## src/rtl/rf_wb_arb_pkg.sv

```systemverilog
// Shared constants, writeback record and entry mapping for the writeback arbiter.
package rf_wb_arb_pkg;

  localparam int unsigned RF_ENTRIES    = 24;
  localparam int unsigned RF_BANK1_BASE = 16;
  localparam int unsigned ENTRY_W       = $clog2(RF_ENTRIES);

  typedef logic [ENTRY_W-1:0] entry_t;

  typedef struct packed {
    logic [3:0]  dst;
    logic        bank;
    logic [31:0] data;
  } wb_rec_t;

  // Bank 1 only shadows R0-R7; R8-R15 ignore the bank bit.
  function automatic entry_t entry_idx(input logic [3:0] dst, input logic bank);
    if (!dst[3] && bank) return ENTRY_W'(RF_BANK1_BASE) | ENTRY_W'(dst[2:0]);
    else                 return ENTRY_W'(dst);
  endfunction

endpackage

```

## src/rtl/rf_wb_fifo.sv

```systemverilog
// Synchronous load-return FIFO; head is read from storage, so no fall-through.
module rf_wb_fifo
  import rf_wb_arb_pkg::*;
#(
  parameter int unsigned DEPTH = 2
) (
  input  logic    clk,
  input  logic    rst,
  input  logic    push,
  input  logic    pop,
  input  wb_rec_t din,
  output wb_rec_t head,
  output logic    full,
  output logic    empty
);

  localparam int unsigned AW = $clog2(DEPTH);

  logic [AW:0] wptr;
  logic [AW:0] rptr;
  wb_rec_t     mem [DEPTH];

  assign empty = (wptr == rptr);
  assign full  = (wptr[AW] != rptr[AW]) && (wptr[AW-1:0] == rptr[AW-1:0]);
  assign head  = mem[rptr[AW-1:0]];

  always_ff @(posedge clk) begin
    if (rst) begin
      wptr <= '0;
      rptr <= '0;
    end else begin
      if (push && !full) wptr <= wptr + 1'b1;
      if (pop && !empty) rptr <= rptr + 1'b1;
    end
  end

  always_ff @(posedge clk) begin
    if (push && !full) mem[wptr[AW-1:0]] <= din;
  end

endmodule

```

## src/rtl/rf_wb_arb.sv

```systemverilog
// Register-file writeback arbiter: pipe passthrough, load-return draining,
// pending/kill scoreboard and starvation stall request.
module rf_wb_arb
  import rf_wb_arb_pkg::*;
#(
  parameter int unsigned LD_DEPTH     = 2,
  parameter int unsigned STARVE_LIMIT = 4
) (
  input  logic        clk,
  input  logic        rst,
  input  logic        p0_wen,
  input  logic [3:0]  p0_wdst,
  input  logic        p0_wbank,
  input  logic [31:0] p0_wdata,
  input  logic        p1_wen,
  input  logic [3:0]  p1_wdst,
  input  logic        p1_wbank,
  input  logic [31:0] p1_wdata,
  input  logic        ld_issue,
  input  logic [3:0]  ld_issue_dst,
  input  logic        ld_issue_bank,
  input  logic        ld_valid,
  output logic        ld_ready,
  input  logic [3:0]  ld_wdst,
  input  logic        ld_wbank,
  input  logic [31:0] ld_wdata,
  output logic        rf_wen0,
  output logic [3:0]  rf_wdst0,
  output logic        rf_wbank0,
  output logic [31:0] rf_wdata0,
  output logic        rf_wen1,
  output logic [3:0]  rf_wdst1,
  output logic        rf_wbank1,
  output logic [31:0] rf_wdata1,
  output logic [23:0] pend_mask,
  output logic        stall_req
);

  localparam int unsigned CW = $clog2(STARVE_LIMIT + 1);
  localparam logic [CW-1:0] LIMIT = CW'(STARVE_LIMIT);

  wb_rec_t head;
  logic    full, empty, drain, discard, load_wr, hit0, hit1;
  entry_t  e0, e1, ei, he;

  logic [RF_ENTRIES-1:0] pend, pend_n, kill, kill_n;
  logic [CW-1:0]         starve_cnt, cnt_n;

  rf_wb_fifo #(.DEPTH(LD_DEPTH)) u_fifo (
    .clk   (clk),
    .rst   (rst),
    .push  (ld_valid),
    .pop   (drain),
    .din   ('{dst: ld_wdst, bank: ld_wbank, data: ld_wdata}),
    .head  (head),
    .full  (full),
    .empty (empty)
  );

  assign ld_ready  = !full;
  assign pend_mask = pend;

  assign e0   = entry_idx(p0_wdst, p0_wbank);
  assign e1   = entry_idx(p1_wdst, p1_wbank);
  assign ei   = entry_idx(ld_issue_dst, ld_issue_bank);
  assign he   = entry_idx(head.dst, head.bank);
  assign hit0 = p0_wen && pend[e0];
  assign hit1 = p1_wen && pend[e1];

  // A pipe write landing on the head entry in the drain cycle is younger than the
  // load, so it must kill it now rather than let the stale data win on port 1.
  assign drain   = !rst && !empty && (!p1_wen || !p0_wen);
  assign discard = kill[he] || (hit0 && e0 == he) || (hit1 && e1 == he);
  assign load_wr = drain && !discard;

  always_comb begin
    rf_wen0   = p0_wen;
    rf_wdst0  = p0_wdst;
    rf_wbank0 = p0_wbank;
    rf_wdata0 = p0_wdata;
    rf_wen1   = p1_wen;
    rf_wdst1  = p1_wdst;
    rf_wbank1 = p1_wbank;
    rf_wdata1 = p1_wdata;
    if (load_wr && !p1_wen) begin
      rf_wen1   = 1'b1;
      rf_wdst1  = head.dst;
      rf_wbank1 = head.bank;
      rf_wdata1 = head.data;
    end else if (load_wr) begin
      rf_wen0   = 1'b1;
      rf_wdst0  = head.dst;
      rf_wbank0 = head.bank;
      rf_wdata0 = head.data;
    end
  end

  // Ordering gives issue priority over drain, and drain over pipe kills.
  always_comb begin
    pend_n = pend;
    kill_n = kill;
    if (hit0) kill_n[e0] = 1'b1;
    if (hit1) kill_n[e1] = 1'b1;
    if (drain) begin
      pend_n[he] = 1'b0;
      kill_n[he] = 1'b0;
    end
    if (ld_issue) begin
      pend_n[ei] = 1'b1;
      kill_n[ei] = 1'b0;
    end
  end

  always_comb begin
    cnt_n = starve_cnt;
    if (drain)                            cnt_n = '0;
    else if (full && starve_cnt != LIMIT) cnt_n = starve_cnt + 1'b1;
  end

  always_ff @(posedge clk) begin
    if (rst) begin
      pend       <= '0;
      kill       <= '0;
      starve_cnt <= '0;
      stall_req  <= 1'b0;
    end else begin
      pend       <= pend_n;
      kill       <= kill_n;
      starve_cnt <= cnt_n;
      stall_req  <= (cnt_n >= LIMIT);
    end
  end

endmodule

```

## config.mk

```make
export PLATFORM = sky130hd
export DESIGN_NAME = rf_wb_arb
export DESIGN_NICKNAME = d
export VERILOG_FILES = /design/src/rtl/rf_wb_arb_pkg.sv /design/src/rtl/rf_wb_fifo.sv /design/src/rtl/rf_wb_arb.sv
export SDC_FILE = /design/constraint.sdc
export NUM_CORES = 1
export LEC_CHECK = 0
export CAP_MARGIN = 20
export CELL_PAD_IN_SITES_DETAIL_PLACEMENT = 1
export CELL_PAD_IN_SITES_GLOBAL_PLACEMENT = 1
export CORE_ASPECT_RATIO = 1.5
export CORE_MARGIN = 2
export CORE_UTILIZATION = 37
export DETAILED_ROUTE_END_ITERATION = 6
export PLACE_DENSITY = 0.87
export REMOVE_ABC_BUFFERS = 1
export SLEW_MARGIN = 10
export SYNTH_ARGS = -nofsm -noshare
export SYNTH_HDL_FRONTEND = slang
export SYNTH_SLANG_ARGS = --single-unit
```

## constraint.sdc

```tcl
create_clock -name clk -period 4.55 [get_ports clk]
set_input_delay 0.91 -clock clk [delete_from_list [all_inputs] [get_ports clk]]
set_output_delay 0.91 -clock clk [all_outputs]
set_load 0.01 [all_outputs]
```

==> run summary <==
Status - complete, no violations
Reg2reg path depth - 6
Setup slack, reg-to-reg - 1.89 ns
Die width - 120 um
Relative slew slack - 0.369
Cell Area, Synth - 0.00750 mm2
Vias per inst - 5.73
IO buf count - 223
Clk buf depth - 2
DR iter-0 viols - 585
Met1 WL - 10900 um
Post-Synthesis Cells - 675
Endpoint of the worst register-to-register path - kill[17]$_SDFF_PP0_
Worst min path class - reg2reg
Clock-pin slew on the worst setup and hold paths - 0.06 ns
Ys flop type - edfxtp_1
Slew @ Worst Pin - 0.947 ns
Ys Warns - 0
PnR worst setup slack - 0.0851 ns
F_max - 224 MHz
Synth area leader - edfxtp_1
WL final - 30600 um
Die Y - 178 um
Post-synthesis cell type count - 61
DR WL/cell - 24.7 um
GRT Total Usage - 0.284
Ys async rst share - 0
Clock sink count - 130
Worst-path fanout max - 8
Critical Path RT - 3.64 ns
Seq/Total Area, Yosys - 0.446
Nets - 1091
Setup crit start kind - input port
Gpl congestion - 1.02
Crit path buf inv count - 8
Smallest hold slack - 0.530 ns
CP max stage delay - 0.30 ns
Layout cells sized above 1 - 0.324
CTS root buffer - clkbuf_16
Vias post-DR - 7102
Fin area - 0.0111 mm2
# setup viols final - 0
DR pass1 iterations - 5
Hold Path End - kill[5]$_SDFF_PP0_
Leakage - 4.40 nW
Crit. End Element - primary output
Worst path slowest cell - mux4_2
Clk_lat worst skew - 0.43 ns
Share of the synthesized area in the top cell type - 0.296
Top delay family on crit path - buffers and inverters
Vias in the first global route - 7523
Largest net degree at the start of global routing - 55
Clock Skew - 0.0123 ns
Die area - 0.0215 mm2
DRT antenna net count - 0
Overflow after GRT - 0
Setup WS pre-CTS - -0.504 ns
DRC - 0
Io pins - 224
Hold path start - kill[5]$_SDFF_PP0_
Post-layout util - 0.560
Hpwl dp - 22100 um
WL met3 - 2030 um
Type of the worst setup path - in2out
TritonCTS Buffers - 17
N_diodes - 0
Maxcap violations - 0
H-tree Lvls - 4
R2R Path Start - pend_mask[5]$_SDFF_PP0_
Initial antenna violation count - 0
WHS Path Cells - 1
Initial Util - 0.378
Overall power - 3.86 mW
First-pass GRT wire length - 45600 um
DP Area - 0.0104 mm2
Fin crit period - 4.46 ns
Fin. Hold Viols - 0
Filler Cell Count - 2134
CTS tree - built
Syn avg cell area - 11.1 um2
Max Used Layer - met4
Final Max Tran Viols - 0
Final period utilization - 0.981
Crit-path cells - dlygate4sd2_1 > buf_6 > buf_6 > mux4_2 > nand4b_1 > o311ai_2 > o211ai_1 > buf_4 > nand4b_1 > buf_6 > buf_4 > buf_6 > mux2_4 > clkdlybuf4s15_1
Synth top area cells - edfxtp_1, dfxtp_1, mux2_4
Number of synthesized flops with an enable pin - 74
Register bit total from synthesis - 130
WP data arrival - 3.55 ns
Met2 wire len - 16000 um
Syn-to-layout area delta - 48.2%
Rows - 63
Cell mode on critical path - buf_6
Core ar. - 0.0199 mm2
Pwr dens - 347 mW/mm2
Peak supply drop - 202 uV
-- how the worst max path moves through the flow --
stage | start | end | cells past startpoint
2_1_floorplan | register | rf_wbank1 | 5
3_5_place_dp | p1_wdst[0] | rf_wdata0[29] | 10
3_3_place_gp | p1_wdst[0] | rf_wbank0 | 10
6_report | p0_wdst[1] | rf_wdata1[25] | 14
5_1_grt | p1_wdst[2] | rf_wen1 | 13
4_1_cts | p1_wdst[0] | rf_wdata0[11] | 12
-- power breakdown --
part | total (mW) | switching, mW | leakage [nW] | internal, mW
Sequential | 1.39 | 0.0526 | 1.15 | 1.34
Clock | 1.34 | 0.569 | 0.286 | 0.772
Combinational | 1.13 | 0.564 | 2.97 | 0.566
Total | 3.86 | 1.19 | 4.40 | 2.68
-- synthesized netlist by cell type, drive strengths merged, types with 6 or more instances --
library cell,instances
a2111oi,14
a21oi,35
a22oi,6
a31oi,13
a41oi,6
and3,9
buf,22
clkbuf,22
dfxtp,56
edfxtp,74
inv,10
mux2,108
mux2i,12
mux4,11
nand2,41
nand3,9
nand4,9
nor2,86
nor2b,11
nor3,7
nor3b,8
o21ai,20
o311a,7
xnor2,13
-- flip-flops by register name (all words and copies together) (netlist names), named ones only --
register / flops
u_fifo.wptr: 2
pend_mask: 24
starve_cnt: 2
kill: 24
stall_req: 1
u_fifo.mem: 74
u_fifo.rptr: 2
-- cells in the final DEF (no fill, tap or decap), drive strengths merged, types with 8 or more instances in the layout --
cell type      count
inv               16
nand4              9
edfxtp            74
clkbuf            54
a21oi             35
nor3b              8
nand2             41
clkdlybuf4s15      9
buf              110
mux4              11
o21ai             20
dfxtp             56
xnor2             13
clkdlybuf4s50    140
mux2             108
a2111oi           14
nor2b             11
mux2i             12
nand3              9
and3               9
dlygate4sd2       21
a31oi             13
nor2              86
-- timing repair --
| item | CTS | global route |
|---|---|---|
| hold endpoints to repair | 0 | 0 |
| pin swaps | 10 | 8 |
| resized for setup | 154 | 93 |
| gates cloned | 3 | 1 |
| endpoints found under the setup margin | 76 | 74 |
| hold buffers | 0 | 0 |
| buffers inserted | 16 | 7 |
-- kinds of logic after synthesis --
logic type	count (synthesis)	synth area share
compound gates	127	0.119
simple gates	213	0.139
xor+xnor	18	0.0210
fa+ha+maj	2	0.00334
mux	131	0.236
buf+inv	54	0.0359
flops	130	0.446
-- layout make-up --
class	count	area, um2	share of cell area
clock inverter	12	92.6	0.00833
clock buffer	20	480	0.0432
multi-input combinational	491	3980	0.358
inverter	10	37.5	0.00338
timing repair buffer	317	2850	0.256
sequential	130	3350	0.301
tap	260	325	0.0293
-- per-stage QoR --
stage | setup TNS, ns | instances
5_1_grt | -0.158 | 1240
2_1_floorplan | -130.25 | 631
3_3_place_gp | -27.29 | 1181
6_report | 0 | 1240
3_5_place_dp | -32.79 | 1181
4_1_cts | 0 | 1232
-- routing by layer --
layer | up-vias | global-route usage
met4 | 0 | 0.154
li1 | 3141 | -
met3 | 107 | 0.0649
met2 | 377 | 0.526
met1 | 3477 | 0.294
met5 | - | 0
Power figures use the tool's default switching activity.
